==> config.mk <==
export PLATFORM = sky130hd
export DESIGN_NAME = digit_serial_subtractor
export DESIGN_NICKNAME = d
export VERILOG_FILES = /design/src/rtl/digit_serial_subtractor.sv
export SDC_FILE = /design/constraint.sdc
export NUM_CORES = 1
export LEC_CHECK = 0
export CAP_MARGIN = 20
export CORE_UTILIZATION = 40
export DETAILED_ROUTE_END_ITERATION = 10
export HOLD_SLACK_MARGIN = 0.12
export PLACE_DENSITY = 0.66
export SETUP_SLACK_MARGIN = 0.2
export SKIP_LAST_GASP = 1
export SLEW_MARGIN = 15
export SYNTH_ARGS = -nofsm -noshare
export SYNTH_HDL_FRONTEND = slang
export SYNTH_SLANG_ARGS = --single-unit
==> constraint.sdc <==
create_clock -name Clk -period 1.8 [get_ports Clk]
set_input_delay 0.36 -clock Clk [delete_from_list [all_inputs] [get_ports Clk]]
set_output_delay 0.36 -clock Clk [all_outputs]
set_load 0.01 [all_outputs]
==> src/rtl/digit_serial_subtractor.sv <==
// Digit-serial subtractor: Diff = A - B - Bin (mod 2^WIDTH), one DIGIT-bit slice per cycle, LSB first.
// Define SUB_OVF_EN to add the signed-overflow output Ovf.
module digit_serial_subtractor #(
  parameter int WIDTH = 16,
  parameter int DIGIT = 4
) (
  input  logic             Clk,
  input  logic             Rst_n,
  input  logic             Start,
  input  logic             Bin,
  input  logic [WIDTH-1:0] A,
  input  logic [WIDTH-1:0] B,
  output logic             Busy,
  output logic             Done,
  output logic [WIDTH-1:0] Diff,
  output logic             Bout
`ifdef SUB_OVF_EN
  ,
  output logic             Ovf
`endif
);

  localparam int NSLICE = WIDTH / DIGIT;
  localparam int IDX_W  = (NSLICE > 1) ? $clog2(NSLICE) : 1;

  localparam logic [1:0] IDLE = 2'd0;
  localparam logic [1:0] RUN  = 2'd1;
  localparam logic [1:0] DONE = 2'd2;

  logic [1:0]       state_q;
  logic [WIDTH-1:0] a_q;
  logic [WIDTH-1:0] b_q;
  logic             borrow_q;
  logic [IDX_W-1:0] idx_q;
  logic [WIDTH-1:0] acc_q;
`ifdef SUB_OVF_EN
  logic             a_msb_q;
  logic             b_msb_q;
`endif

  logic [DIGIT:0]   slice;
  logic [DIGIT-1:0] slice_diff;
  logic             slice_bout;
  logic [WIDTH-1:0] acc_next;
  logic             last_slice;

  // Borrow-lookahead slice: each borrow is formed directly from G/P terms
  // rather than rippling through the previous bit's borrow.
  function automatic logic [DIGIT:0] sub_slice(input logic [DIGIT-1:0] a,
                                               input logic [DIGIT-1:0] b,
                                               input logic             bin);
    logic [DIGIT-1:0] g;
    logic [DIGIT-1:0] p;
    logic [DIGIT:0]   br;
    logic             term;
    logic             pp;
    g     = ~a & b;
    p     = ~(a ^ b);
    br[0] = bin;
    for (int i = 0; i < DIGIT; i++) begin
      term = 1'b0;
      pp   = 1'b1;
      for (int j = i; j >= 0; j--) begin
        term = term | (pp & g[j]);
        pp   = pp & p[j];
      end
      br[i+1] = term | (pp & bin);
    end
    return {br[DIGIT], a ^ b ^ br[DIGIT-1:0]};
  endfunction

  always_comb begin
    slice      = sub_slice(a_q[DIGIT-1:0], b_q[DIGIT-1:0], borrow_q);
    slice_diff = slice[DIGIT-1:0];
    slice_bout = slice[DIGIT];
    // Result slices enter at the top and drift down, so after the last slice
    // the accumulator holds the full difference in natural bit order.
    acc_next   = (acc_q >> DIGIT) | (WIDTH'(slice_diff) << (WIDTH - DIGIT));
    last_slice = (idx_q == IDX_W'(NSLICE - 1));
  end

  assign Busy = (state_q == RUN);
  assign Done = (state_q == DONE);

  always_ff @(posedge Clk or negedge Rst_n) begin
    if (!Rst_n) begin
      state_q  <= IDLE;
      a_q      <= '0;
      b_q      <= '0;
      borrow_q <= 1'b0;
      idx_q    <= '0;
      acc_q    <= '0;
      Diff     <= '0;
      Bout     <= 1'b0;
`ifdef SUB_OVF_EN
      a_msb_q  <= 1'b0;
      b_msb_q  <= 1'b0;
      Ovf      <= 1'b0;
`endif
    end else begin
      case (state_q)
        IDLE, DONE: begin
          if (Start) begin
            state_q  <= RUN;
            a_q      <= A;
            b_q      <= B;
            borrow_q <= Bin;
            idx_q    <= '0;
            acc_q    <= '0;
`ifdef SUB_OVF_EN
            a_msb_q  <= A[WIDTH-1];
            b_msb_q  <= B[WIDTH-1];
`endif
          end else begin
            state_q <= IDLE;
          end
        end
        RUN: begin
          a_q      <= a_q >> DIGIT;
          b_q      <= b_q >> DIGIT;
          borrow_q <= slice_bout;
          acc_q    <= acc_next;
          idx_q    <= idx_q + IDX_W'(1);
          // Results are published only on the DONE entry edge.
          if (last_slice) begin
            state_q <= DONE;
            Diff    <= acc_next;
            Bout    <= slice_bout;
`ifdef SUB_OVF_EN
            Ovf     <= (a_msb_q != b_msb_q) & (acc_next[WIDTH-1] != a_msb_q);
`endif
          end
        end
        default: state_q <= IDLE;
      endcase
    end
  end

endmodule
* Yosys cells after proc, flatten, opt, wreduce, memory -nomap -nowiden
Index checks and enable logic that the tools add are counted.
** Storage, ports and cells
- Output and inout bits :: 19
- Input port bits :: 36
- Word-level logic and storage cells :: 64
- Register bits after elaboration :: 70
** Cells by class
- $add $sub $neg :: 1
- Reduce and logical (&&, ||, !) cells :: 5
- Multiplexer cells :: 13
- Equality and inequality tests :: 5
- Bitwise logic cells :: 32
** Operator list (number)
- one-hot mux 16 bit (2 select lines) :: 3
- 2-to-1 mux 16 bit :: 3
- bitwise AND 1 bit :: 16
- bitwise OR 12 x 16 -> 16 bit :: 1
- bitwise OR 1 bit :: 10
- NOT 4 bit :: 2
- one-hot mux 2 bit (2 select lines) :: 2
- bitwise XOR 4 bit :: 2
- bitwise AND 4 bit :: 1
- == test 2 bit (second input constant) :: 2
- 2-to-1 mux 2 bit :: 2
- AND reduction 2 bit :: 2
- adder 2 x 1 -> 2 bit (second input constant) :: 1
- == test 2 x 1 -> 1 bit (second input constant) :: 1
- zero test 2 bit :: 1
- 2-to-1 mux 1 bit :: 2
- != test 2 x 1 -> 1 bit (second input constant) :: 1
- != test 2 bit (second input constant) :: 1
- one-hot mux 1 bit (2 select lines) :: 1
- nonzero test 2 bit :: 1
- OR reduction 2 bit :: 1

* Logic depth before layout (Yosys ltp)
- Depth after elaboration :: 9
- Depth in mapped cells :: 6
- Gate-level depth less buffers :: 5

* Worst setup path after synthesis
Ideal clock, no wire load.
- Kind :: flip-flop to flip-flop
- Start :: register a_q[1]
- End :: register acc_q[14]
- Path buffers :: 1
- Data arrival time :: 1.456 ns
- Cell stages (with the launch flop) :: 7
- Required time :: 1.676 ns
- Slack :: 0.220 ns
- Library setup time :: 0.124 ns
- Period minus slack after synthesis :: 1.580 ns
- Path through :: dfrtp_1 inv_1 ha_1 or2_1 buf_6 and4_1 a211o_1
** Between the ends
- Word-level cells in the longest chain between the ends :: 8
- Elaborated cells on any way between the ends :: 12
- Classes of those cells :: mux: 1; bitwise: 11
** RTL lines
- start: declaration :: RTL line 31 : logic [WIDTH-1:0] a_q;
- start signal: assignment :: RTL line 119 : a_q <= a_q >> DIGIT;
- bitwise XOR 4 bit :: RTL line 58 : p = ~(a ^ b);
- NOT 4 bit :: RTL line 58
- bitwise AND 1 bit (on tied branches) :: RTL line 64, 65
- bitwise OR 1 bit or bitwise AND 1 bit (tied branches) :: RTL line 64, 67
- bitwise OR 1 bit * :: RTL line 67 : br[i+1] = term | (pp & bin);
- bitwise XOR 4 bit * :: RTL line 69 : return {br[DIGIT], a ^ b ^ br[DIGIT-1:0]};
- bitwise OR 12 x 16 -> 16 bit * :: RTL line 78 : acc_next = (acc_q >> DIGIT) | (WIDTH'(slice_diff) << (WIDTH - DIGIT));
- one-hot mux 16 bit (2 select lines) * :: RTL line 101 : case (state_q)
- end signal: assignment :: RTL line 122 : acc_q <= acc_next;
- end: declaration :: RTL line 35 : logic [WIDTH-1:0] acc_q;
Mark *: on every way between the ends. The rest lies on a longest branch, timed or not.
A chain may end at the register's enable or synchronous reset.

* Worst setup path in the final report
- Start :: register a_q[0]
- End :: register acc_q[14]
** Between the ends
- Word-level cells in the longest chain between the ends :: 8
- Elaborated cells on any way between the ends :: 12
- Classes of those cells :: mux: 1; bitwise: 11
** RTL lines (RTL line)
- NOT 4 bit or bitwise XOR 4 bit (tied branches) :: 57, 58
- bitwise AND 4 bit or NOT 4 bit (tied branches) :: 57, 58
- bitwise AND 1 bit (on tied branches) :: 64, 65
- bitwise OR 1 bit or bitwise AND 1 bit (tied branches) :: 64, 67
- bitwise OR 1 bit * :: 67
- bitwise XOR 4 bit * :: 69
- bitwise OR 12 x 16 -> 16 bit * :: 78
- one-hot mux 16 bit (2 select lines) * :: 101
Marks and branches as above.

==> flow_summary.toml <==
[status]
outcome = "complete, no violations"

[timing]
maxSlewViolCount = 0
worst_pin_slew_ns = 0.477
relSlewSlack_pct = 68.2
clock_skew_ns = 0.00597
setup_ws_ns = 0.238
setup_viol = 0
finalSetupTns_ns = 0
hold_violations = 0
fmax_ghz = 0.640
rsz0062_at_grt = "true"
min_period_ns = 1.56
finalCritPeriodShare_pct = 86.8

[detailed_routing]
dr.pass1.iters = 4
drc = 0
wl_per_cell_um = 12.8
drt-met1-wl_um = 2740
route.met3.wl_um = 274
routed_via_density = 4.96
wirelength_um = 5760
drtAntennaViolNets = 0
route.vias.total = 2233
dr.max_layer_used = "met4"
drtIter0Drc = 69
wl_met2_um = 2590

[synthesis]
synth_top_area_share_pct = 57.5
synth_top_area_cell = "dfrtp_1"
synth_most_common_cell = "nand2_1"
synth_edf_count = 0
synth_mux_area_share_pct = 0.392
synthAdderAreaFrac_pct = 3.31
ys_seq_area_share_pct = 57.5
synthFlopType = "dfrtp_1"
synth-seq-cells = 66
synth_cells = 291
synth_area_leaders = "dfrtp_1 58%, nand2_1 11%, a31oi_1 5.4%"
synth.distinct_cells = 33
yosys-top-cells-count = "84 x nand2_1, 66 x dfrtp_1, 28 x nor2_1"
synth_top_family_by_area = "simple AND/OR/NAND/NOR gates"
synth_xor_area_share_pct = 0.305
synth_compound_area_share_pct = 15.9
synthesis.nets = 334
synthSimpleGateAreaFrac_pct = 17.6
yosysWarningCount = 0
async_flop_share_pct = 100
netlist_area_mm2 = 0.00287
syn_area_per_cell_um2 = 9.86

[critical_path]
reg2reg_to = "acc_q[14]"
reg2regPathDepth = 5
cp-startpoint = "a_q[0]"
cp_data_arrival_time_ns = 1.79
crit_fanout = 3
required_ns = 2.02
start_kind = "register"
critPathCapture = "acc_q[14]"
r2r_start = "a_q[0]"
crit_type = "register to register"
endpoint_kind = "register"
reg2reg_slack_ns = 0.24

[pwr]
powerDensity_mw_per_mm2 = 1870
irDropWorstVdd_mv = 0.586
total_leakage_power_uw = 0.00193

[die]
initial_core_util_pct = 41.8
ios = 55
fp.dieW_um = 86.7
coreArea_mm2 = 0.00687
num_rows = 30
die_y_um = 86.7
die-area_mm2 = 0.00752

[finish]
multi_input_area_mm2 = 0.00113
n_antenna_cell = 0
area_growth_syn_to_layout_pct = 33.8
fill_cells = 634
seqCellArea_mm2 = 0.00165
final_nets = 392
drive_gt1_share_pct = 13.6
final_cell_area_mm2 = 0.00384

[clock_network]
clockRootBuffer = "clkbuf_8"
htree_num_levels = 3
cts_buffer_depth = 2
cts_tree = "yes"
numClockSinks = 66
path_clk_slew_ns = 0.07
cts_made_buffers = 9
clock_latency_ns = 0.34

[global_routing]
gr-total-overflow = 0
antenna_found_initial = 0
grt_max_degree = 67
grtUsageTotal_pct = 17.6
grt_first_pass_wirelength_um = 9980
grt_pass1_vias = 2171

[placed_design]
dp_slack_ns = -0.0182
numPortBuffers = 54
globalplace.congestion = 0.792
dpl-instance-area_mm2 = 0.00350
hpwl_um = 3770

[run]
drv_cap = 0

[hold_path]
hold_class = "register to register"
==> report_power, final <==
group          switching [uW]  internal [uW]  total, uW
Clock                     546            807       1350
Sequential                399           2190       2590
Combinational            1700           1560       3260
==> logic make-up (layout without fill, tap and decap cells) <==
family | Yosys count | count (layout)
buf+inv | 28 | 91
flops | 66 | 66
xor+xnor | 1 | 1
fa+ha+maj | 7 | 7
simple gates | 126 | 126
compound gates | 62 | 62
mux | 1 | 1
==> final cells by class <==
| cell class | instances | area share (%) |
|---|---|---|
| Sequential cell | 66 | 43.0 |
| Multi-Input combinational cell | 197 | 29.4 |
| Timing Repair Buffer | 69 | 18.1 |
| Clock buffer | 10 | 3.58 |
| Tap cell | 96 | 3.13 |
| Clock inverter | 6 | 2.08 |
| Inverter | 6 | 0.586 |
==> how the worst min path moves through the flow <==
stage                       start       to  slack (ns)  cells after the start
after floorplan             Rst_n     Bout        0.06                      0
after global placement      Rst_n  Diff[9]        0.40                      2
after detailed placement    Rst_n  Diff[5]        0.41                      2
after CTS                 Diff[4]  Diff[4]        0.48                      2
after global routing      Diff[2]  Diff[2]        0.49                      2
final                     Diff[4]  Diff[4]        0.47                      2
==> timing repair <==
item                                    in CTS  in global routing
gates resized for setup                     11                 20
endpoints found under the setup margin      11                 26
endpoints found under the hold margin       66                  0
hold buffers                                 1                  0
pin swaps                                    4                  1
buffers inserted                             4                  1
==> layer usage <==
layer / up-vias / global-route usage (%)
met3: 12 / 3.43
met4: 0 / 11.7
li1: 1108 / -
met5: - / 0
met2: 62 / 27.6
met1: 1051 / 22.2
==> cells in the final DEF, fill, tap and decap left out, types with 2 or more instances in the layout <==
| master | count |
|---|---|
| a211o_1 | 3 |
| a21oi_1 | 2 |
| a22o_1 | 17 |
| a311o_1 | 2 |
| a31oi_1 | 25 |
| buf_12 | 2 |
| buf_4 | 11 |
| bufinv_16 | 2 |
| clkbuf_8 | 10 |
| clkdlybuf4s50_1 | 34 |
| clkinv_2 | 4 |
| dfrtp_1 | 65 |
| dlygate4sd2_1 | 6 |
| dlymetal6s2s_1 | 12 |
| ha_1 | 3 |
| ha_4 | 3 |
| inv_1 | 3 |
| inv_2 | 3 |
| nand2_1 | 84 |
| nand3_1 | 5 |
| nor2_1 | 27 |
| o211ai_1 | 2 |
| o21ai_0 | 4 |
| o2bb2ai_1 | 2 |
==> through the flow <==
stage	hold WS (ns)	utilization, %	total power, uW	std cells
final	0.465	55.9	7190	450
after global routing	0.490	55.9	7800	450
after floorplan	0.0644	-	4750	291
after global placement	0.405	51.0	5590	428
after CTS	0.478	55.0	7180	449
after detailed placement	0.406	51.0	5680	428
==> flip-flops by register name (all words and copies together) (netlist names) <==
name	cells
Diff	16
Bout	1
b_q	16
borrow_q	1
idx_q	2
state_q	2
a_q	16
acc_q	12
==> worst max-delay path, cell delays in order, from the launching register on <==
cell and delay, ns:
dfrtp_1 0.40, inv_2 0.10, ha_4 0.21, a211o_1 0.31
and4_1 0.21, a211o_1 0.22
(Power assumes the default switching activity.)
